==> config.mk <==
export PLATFORM = sky130hd
export DESIGN_NAME = load_store_queue
export DESIGN_NICKNAME = d
export VERILOG_FILES = /design/src/rtl/load_store_queue.sv
export SDC_FILE = /design/constraint.sdc
export NUM_CORES = 2
export LEC_CHECK = 0
export ABC_AREA = 1
export BUFFER_PORTS_ARGS = -buffer_cell sky130_fd_sc_hd__buf_4
export CELL_PAD_IN_SITES_DETAIL_PLACEMENT = 1
export CELL_PAD_IN_SITES_GLOBAL_PLACEMENT = 1
export CORE_MARGIN = 3
export CORE_UTILIZATION = 48
export CTS_CLUSTER_SIZE = 40
export DETAILED_ROUTE_END_ITERATION = 6
export PLACE_DENSITY_LB_ADDON = 0.1
export SLEW_MARGIN = 10
export SYNTH_ARGS = -nofsm -noshare
export SYNTH_HDL_FRONTEND = slang
export SYNTH_SLANG_ARGS = --single-unit
==> constraint.sdc <==
create_clock -name clockIn -period 55.4 [get_ports clockIn]
set_input_delay 8.31 -clock clockIn [delete_from_list [all_inputs] [get_ports clockIn]]
set_output_delay 8.31 -clock clockIn [all_outputs]
set_load 0.1 [all_outputs]
==> src/rtl/load_store_queue.sv <==
// rtl/load_store_queue.sv - in-order load/store queue between issue, result buses, ROB and dcache
//
// Ports:
//   clockIn, resetIn (async, active-high), clearIn (misprediction flush)
//   add*            : enqueue request from the instruction unit
//   rs*             : reservation-station result broadcast
//   robBegin*       : ROB head commit
//   accessType, readWriteOut, dataAddr, dataOut : dcache request (one-cycle pulse)
//   dataValid, dataIn, dataWriteSuc             : dcache response
//   lsb*            : load result broadcast
//   full, count     : occupancy
module load_store_queue #(
  parameter int ROB_WIDTH   = 4,
  parameter int LSQ_WIDTH   = 3,
  parameter int LSQ_SIZE    = 2**LSQ_WIDTH,
  parameter int OP_WIDTH    = 3,
  parameter int FULL_MARGIN = 2
) (
  input  logic                 clockIn,
  input  logic                 resetIn,
  input  logic                 clearIn,
  input  logic                 addValid,
  input  logic                 addReadWrite,
  input  logic [ROB_WIDTH-1:0] addRobId,
  input  logic                 addBaseHasDep,
  input  logic [31:0]          addBase,
  input  logic [ROB_WIDTH-1:0] addBaseConstrtId,
  input  logic [31:0]          addOffset,
  input  logic                 addDataHasDep,
  input  logic [31:0]          addData,
  input  logic [ROB_WIDTH-1:0] addDataConstrtId,
  input  logic [OP_WIDTH-1:0]  addOp,
  input  logic                 rsUpdate,
  input  logic [ROB_WIDTH-1:0] rsRobIndex,
  input  logic [31:0]          rsUpdateVal,
  input  logic                 robBeginValid,
  input  logic [ROB_WIDTH-1:0] robBeginId,
  output logic [1:0]           accessType,
  output logic                 readWriteOut,
  output logic [31:0]          dataAddr,
  output logic [31:0]          dataOut,
  input  logic                 dataValid,
  input  logic [31:0]          dataIn,
  input  logic                 dataWriteSuc,
  output logic                 lsbUpdate,
  output logic [ROB_WIDTH-1:0] lsbRobIndex,
  output logic [31:0]          lsbUpdateVal,
  output logic                 full,
  output logic [LSQ_WIDTH:0]   count
);

  localparam logic [OP_WIDTH-1:0]  OP_B     = OP_WIDTH'(0);
  localparam logic [OP_WIDTH-1:0]  OP_H     = OP_WIDTH'(1);
  localparam logic [OP_WIDTH-1:0]  OP_BU    = OP_WIDTH'(3);
  localparam logic [OP_WIDTH-1:0]  OP_HU    = OP_WIDTH'(4);
  localparam logic [LSQ_WIDTH:0]   CNT_ONE  = (LSQ_WIDTH+1)'(1);
  localparam logic [LSQ_WIDTH:0]   CNT_SIZE = (LSQ_WIDTH+1)'(LSQ_SIZE);
  localparam logic [LSQ_WIDTH+1:0] SIZE_W   = (LSQ_WIDTH+2)'(LSQ_SIZE);
  localparam logic [LSQ_WIDTH+1:0] MARGIN_W = (LSQ_WIDTH+2)'(FULL_MARGIN);

  logic [LSQ_SIZE-1:0]  e_valid, e_committed, e_rw, e_base_dep, e_data_dep;
  logic [ROB_WIDTH-1:0] e_rob     [LSQ_SIZE];
  logic [ROB_WIDTH-1:0] e_base_id [LSQ_SIZE];
  logic [ROB_WIDTH-1:0] e_data_id [LSQ_SIZE];
  logic [31:0]          e_base    [LSQ_SIZE];
  logic [31:0]          e_data    [LSQ_SIZE];
  logic [31:0]          e_offset  [LSQ_SIZE];
  logic [OP_WIDTH-1:0]  e_op      [LSQ_SIZE];

  logic [LSQ_WIDTH-1:0] head, tail;
  logic [LSQ_WIDTH:0]   count_q;
  logic                 busy, drop_load;
  logic [OP_WIDTH-1:0]  lat_op;

  logic [31:0]          head_addr;
  logic                 head_ready, resp, do_issue, do_enq;
  logic [1:0]           head_size;
  logic [LSQ_SIZE-1:0]  commit_hit, keep_mask;
  logic [LSQ_WIDTH:0]   keep;
  logic [LSQ_WIDTH-1:0] idx;
  logic                 stop;

  assign count     = count_q;
  assign full      = ({1'b0, count_q} + MARGIN_W) >= SIZE_W;
  assign head_addr = e_base[head] + e_offset[head];
  assign resp      = dataValid | dataWriteSuc;
  // A response in the flush cycle belongs to a squashed load, so it is never broadcast.
  assign lsbUpdate = dataValid & ~drop_load & ~clearIn;

  // Loads to IO space (addr[17:16] == 11) must wait for commit; stores always do.
  assign head_ready = e_valid[head] && !e_base_dep[head] &&
                      (e_rw[head] ? (head_addr[17:16] != 2'b11 || e_committed[head])
                                  : (e_committed[head] && !e_data_dep[head]));
  assign do_issue = !clearIn && head_ready && (!busy || resp);
  assign do_enq   = !clearIn && addValid && (count_q != CNT_SIZE);

  always_comb begin
    head_size = 2'b11;
    case (e_op[head])
      OP_B, OP_BU: head_size = 2'b01;
      OP_H, OP_HU: head_size = 2'b10;
      default:     head_size = 2'b11;
    endcase
  end

  always_comb begin
    lsbUpdateVal = dataIn;
    case (lat_op)
      OP_B:    lsbUpdateVal = {{24{dataIn[7]}}, dataIn[7:0]};
      OP_H:    lsbUpdateVal = {{16{dataIn[15]}}, dataIn[15:0]};
      OP_BU:   lsbUpdateVal = {24'b0, dataIn[7:0]};
      OP_HU:   lsbUpdateVal = {16'b0, dataIn[15:0]};
      default: lsbUpdateVal = dataIn;
    endcase
  end

  always_comb begin
    for (int i = 0; i < LSQ_SIZE; i++)
      commit_hit[i] = robBeginValid && e_valid[i] && (e_rob[i] == robBeginId);
  end

  // Committed prefix starting at head survives a flush; a commit arriving in the
  // flush cycle counts, since that instruction is older than the mispredict.
  always_comb begin
    keep      = '0;
    keep_mask = '0;
    stop      = 1'b0;
    idx       = '0;
    for (int i = 0; i < LSQ_SIZE; i++) begin
      idx = head + LSQ_WIDTH'(i);
      if (!stop && e_valid[idx] && (e_committed[idx] || commit_hit[idx])) begin
        keep_mask[idx] = 1'b1;
        keep           = keep + CNT_ONE;
      end else begin
        stop = 1'b1;
      end
    end
  end

  always_ff @(posedge clockIn or posedge resetIn) begin
    if (resetIn) begin
      head         <= '0;
      tail         <= '0;
      count_q      <= '0;
      busy         <= 1'b0;
      drop_load    <= 1'b0;
      lat_op       <= '0;
      accessType   <= 2'b00;
      readWriteOut <= 1'b1;
      dataAddr     <= '0;
      dataOut      <= '0;
      lsbRobIndex  <= '0;
      e_valid      <= '0;
      e_committed  <= '0;
      e_rw         <= '0;
      e_base_dep   <= '0;
      e_data_dep   <= '0;
      for (int i = 0; i < LSQ_SIZE; i++) begin
        e_rob[i]     <= '0;
        e_base_id[i] <= '0;
        e_data_id[i] <= '0;
        e_base[i]    <= '0;
        e_data[i]    <= '0;
        e_offset[i]  <= '0;
        e_op[i]      <= '0;
      end
    end else begin
      // Wakeup from either result bus; the RS bus has priority.
      for (int i = 0; i < LSQ_SIZE; i++) begin
        if (e_valid[i] && e_base_dep[i]) begin
          if (rsUpdate && rsRobIndex == e_base_id[i]) begin
            e_base[i] <= rsUpdateVal;  e_base_dep[i] <= 1'b0;
          end else if (lsbUpdate && lsbRobIndex == e_base_id[i]) begin
            e_base[i] <= lsbUpdateVal; e_base_dep[i] <= 1'b0;
          end
        end
        if (e_valid[i] && e_data_dep[i]) begin
          if (rsUpdate && rsRobIndex == e_data_id[i]) begin
            e_data[i] <= rsUpdateVal;  e_data_dep[i] <= 1'b0;
          end else if (lsbUpdate && lsbRobIndex == e_data_id[i]) begin
            e_data[i] <= lsbUpdateVal; e_data_dep[i] <= 1'b0;
          end
        end
        if (commit_hit[i]) e_committed[i] <= 1'b1;
      end

      accessType <= 2'b00;
      if (do_issue) begin
        accessType     <= head_size;
        readWriteOut   <= e_rw[head];
        dataAddr       <= head_addr;
        dataOut        <= e_data[head];
        lat_op         <= e_op[head];
        lsbRobIndex    <= e_rob[head];
        e_valid[head]  <= 1'b0;
        head           <= head + LSQ_WIDTH'(1);
      end

      if (do_issue)  busy <= 1'b1;
      else if (resp) busy <= 1'b0;

      // An in-flight load squashed by the flush: swallow its eventual response.
      if (clearIn && busy && readWriteOut && !resp) drop_load <= 1'b1;
      else if (dataValid)                             drop_load <= 1'b0;

      if (do_enq) begin
        e_valid[tail]     <= 1'b1;
        e_committed[tail] <= 1'b0;
        e_rw[tail]        <= addReadWrite;
        e_rob[tail]       <= addRobId;
        e_offset[tail]    <= addOffset;
        e_op[tail]        <= addOp;
        e_base_id[tail]   <= addBaseConstrtId;
        e_data_id[tail]   <= addDataConstrtId;
        if (!addBaseHasDep) begin
          e_base[tail] <= addBase;      e_base_dep[tail] <= 1'b0;
        end else if (rsUpdate && rsRobIndex == addBaseConstrtId) begin
          e_base[tail] <= rsUpdateVal;  e_base_dep[tail] <= 1'b0;
        end else if (lsbUpdate && lsbRobIndex == addBaseConstrtId) begin
          e_base[tail] <= lsbUpdateVal; e_base_dep[tail] <= 1'b0;
        end else begin
          e_base[tail] <= addBase;      e_base_dep[tail] <= 1'b1;
        end
        if (!addDataHasDep) begin
          e_data[tail] <= addData;      e_data_dep[tail] <= 1'b0;
        end else if (rsUpdate && rsRobIndex == addDataConstrtId) begin
          e_data[tail] <= rsUpdateVal;  e_data_dep[tail] <= 1'b0;
        end else if (lsbUpdate && lsbRobIndex == addDataConstrtId) begin
          e_data[tail] <= lsbUpdateVal; e_data_dep[tail] <= 1'b0;
        end else begin
          e_data[tail] <= addData;      e_data_dep[tail] <= 1'b1;
        end
        tail <= tail + LSQ_WIDTH'(1);
      end

      if (clearIn) begin
        for (int i = 0; i < LSQ_SIZE; i++)
          if (!keep_mask[i]) e_valid[i] <= 1'b0;
        tail    <= head + keep[LSQ_WIDTH-1:0];
        count_q <= keep;
      end else begin
        case ({do_enq, do_issue})
          2'b10:   count_q <= count_q + CNT_ONE;
          2'b01:   count_q <= count_q - CNT_ONE;
          default: count_q <= count_q;
        endcase
      end
    end
  end

endmodule
==> impl_metrics.tcl <==
set metrics [dict create \
    outcome "finished, violations left" \
    violations "DRC" \
    grt.total_usage_pct 47.2 \
    synth-main-ff-cell "dfrtp_1" \
    avgSynthCellArea_sq_um 6.98 \
    yosys.area.top_type "dfrtp_1" \
    numClockSinks 1014 \
    worst_clock_skew_ns 0.0586 \
    synth_compound_area_share_pct 28.8 \
    netlist.area_leader.share_pct 40.2 \
    synth_most_common_cell "nand2_1" \
    hp-class "reg2reg" \
    totalWireLength_mm 328 \
    grt_use_met1_pct 58.7 \
    placedCellCount 10400 \
    finalHoldViolations 0 \
    crit_fanout 19 \
    drtAntennaViolNets 0 \
    clk_pin_slew_ns 0.06 \
    fin_crit_ns 19.49 \
    drc 5 \
    worstHoldStart "e_offset[97]$_DFFE_PP0P_" \
    fp.dieW_um 369 \
    drt-wirelength-per-cell_um 31.0 \
    area_growth_syn_to_layout_pct 10.6 \
    rsz0062_at_grt "no" \
    detailed_place_hpwl_mm 192 \
    placementRows 132 \
    initial_utilization_pct 48.6 \
    cts_buffer_depth 3 \
    htree_levels 3 \
    hold_ws_ns 0.465 \
    synth_edf_count 0 \
    worst_pin_slew_ns 1.41 \
    cap_violations 0 \
    cp-start-kind "input port" \
    cts_buffers 117 \
    critPathArrivalTime_ns 11.18 \
    nFillCells 16700 \
    power_density_nw_per_um2 66.9 \
    ys_types 59 \
    use_met3_pct 17.5 \
    synth-seq-cells 1014 \
    stdcell_count 10600 \
    crit_type "in2out" \
    synthCells 9045 \
    yosysSeqAreaShare_pct 40.2 \
    drive_gt1_share_pct 9.25 \
    grt_max_degree 166 \
    peakVddDrop_uv 63.0 \
    cts_setup_buffers 0 \
    gp_congestion 0.968 \
    drv_slew 0 \
    synth-simple-area-share_pct 20.3 \
    dr.pass1.iters 7 \
    gr-total-overflow 0 \
    ctsRootBufferMaster "clkbuf_16" \
    place_area_sq_um 65700 \
    vias 72700 \
    ys_top_cells_by_area "dfrtp_1 40%, o21ai_0 15%, nand2_1 14%, o22ai_1 8.4%, nor2_1 4.2%" \
    r2r-start "head[0]$_DFFE_PP0P_" \
    first_iter_violations 9732 \
    synth_fp_nets 9291 \
    met2_usage_pct 68.4 \
    finalSetupTns_ns 0 \
    fmax_mhz 51.3 \
    grt_pass1_vias 73400 \
    antenna_found_initial 49 \
    fin_crit_sh_pct 35.2 \
    synthAdderAreaFrac_pct 1.07 \
    p_leak_nw 29.3 \
    grt_pass1_wl_mm 482 \
    portBuffers 302 \
    ios 303 \
    syn_area_sq_um 63100 \
    dieArea_sq_um 136000 \
    startpoint "dataIn[7]" \
    cts_resized 0 \
    synth_top_family_by_area "compound AO/OA/AOI/OAI gates" \
    max_slew_margin_pct 5.54 \
    grt_busiest_layer "met2" \
    ys_warn_count 0 \
    critPathRequiredTime_ns 47.09 \
    async_flop_share_pct 100 \
    muxShareOfSynthArea_pct 0.0159 \
    critical_path.endpoint_type "primary output" \
    stdcell_area_sq_um 69800 \
    cts_tree "yes" \
    clk_latency_ns 0.80 \
    rrSetupSlack_ns 45.70 \
    final_net_count 8990 \
    synth_xor_area_share_pct 1.11 \
    synth_commonest_cells "2,337 x nand2_1, 1,888 x o21ai_0, 1,013 x dfrtp_1" \
    setup_viol 0 \
    cts_hold_buf 0 \
    core_sq_um 130000 \
    die_h_um 369 \
    viasPerCell 6.85 \
]
-- final cells by class --
type | instances | area (sq um) | area share (%)
antenna | 22 | 55.1 | 0.0789
clock buffer | 181 | 3540 | 5.07
clock inverter | 39 | 492 | 0.704
sequential | 1014 | 25400 | 36.4
inverter | 509 | 1940 | 2.78
tap | 1742 | 2180 | 3.12
multi-input combinational | 6655 | 32800 | 47.0
timing repair buffer | 447 | 3430 | 4.91
-- state kept, by name, summed over array words and instances (netlist names), 24 cells and up --
register,flops
e_base_id,32
e_rob,32
dataOut,32
dataAddr,32
e_base,256
e_offset,256
e_data_id,32
e_data,256
e_op,24
-- routing by layer --
layer | part of all wire (%) | routed length [um]
met1 | 37 | 121000
met2 | 41 | 135000
met3 | 14 | 44900
met4 | 8.4 | 27500
met5 | 0.070 | 231
-- where the power goes --
group	leakage [nW]	switching, mW	internal, mW
combinational	14.6	1.85	0.686
sequential	12.6	0.218	1.09
clock	1.99	0.356	0.468
total	29.3	2.42	2.25
-- final timing paths --
path | to | depth (start not counted)
worst max-delay path | lsbUpdateVal[19] | 9
worst min-delay path | e_offset[97]$_DFFE_PP0P_ | 2
worst max register to register | count[3]$_DFFE_PP0P_ | 27
worst min register to register | e_offset[97]$_DFFE_PP0P_ | 2
max in group asynchronous | e_offset[119]$_DFFE_PP0P_ | 5
min in group asynchronous | e_base_id[23]$_DFFE_PP0P_ | 2
-- through the flow --
step / power [mW] / setup WS [ns] / utilization (%)
2_1_floorplan: 2.91 / 18.56 / -
3_3_place_gp: 3.65 / 36.22 / 50.6
3_5_place_dp: 3.74 / 36.19 / 50.6
4_1_cts: 4.59 / 36.18 / 53.7
5_1_grt: 4.92 / 35.85 / 53.7
6_report: 4.67 / 35.91 / 53.7
-- kinds of logic after synthesis --
group | after synthesis
AOI/OAI and AO/OA | 3271
and+or+nand+nor | 3251
buffers and inverters | 1376
DFF | 1014
xor gates and xnor gates | 80
adders and majority gates | 52
muxes | 1
-- worst max-delay path: stages --
cell and delay (ns):
buf_4 0.20, clkinv_1 0.19, nor3_1 0.09, buf_4 0.18
inv_1 0.12, nand2_1 0.32, a21oi_1 0.25, clkinv_1 0.90
buf_4 0.60
-- layout by cell type (no fill, tap or decap), types with 8 or more instances in the layout --
master,netlist,routed
a211oi_1,8,8
a21oi_1,206,202
a221oi_1,17,17
a31oi_1,70,70
buf_4,14,441
clkbuf_1,652,27
clkbuf_16,0,117
clkbuf_8,0,37
clkinv_1,25,26
clkinv_2,2,26
dfrtp_1,1013,1010
diode_2,0,22
ha_1,49,49
inv_1,461,431
inv_2,21,43
nand2_1,2337,2330
nand2_2,24,29
nand2_4,6,8
nand3_1,91,89
nand3_2,16,17
nand4_1,10,10
nor2_1,700,680
nor2_2,3,15
nor2_4,8,16
nor3_1,21,21
nor4_1,20,15
o2111ai_4,0,11
o211ai_1,121,121
o21ai_0,1888,1886
o21ai_1,28,30
o221ai_1,47,47
o22ai_1,847,847
xnor2_1,44,44
xor2_1,36,36
Note: power is estimated with default switching activity, not from simulation.
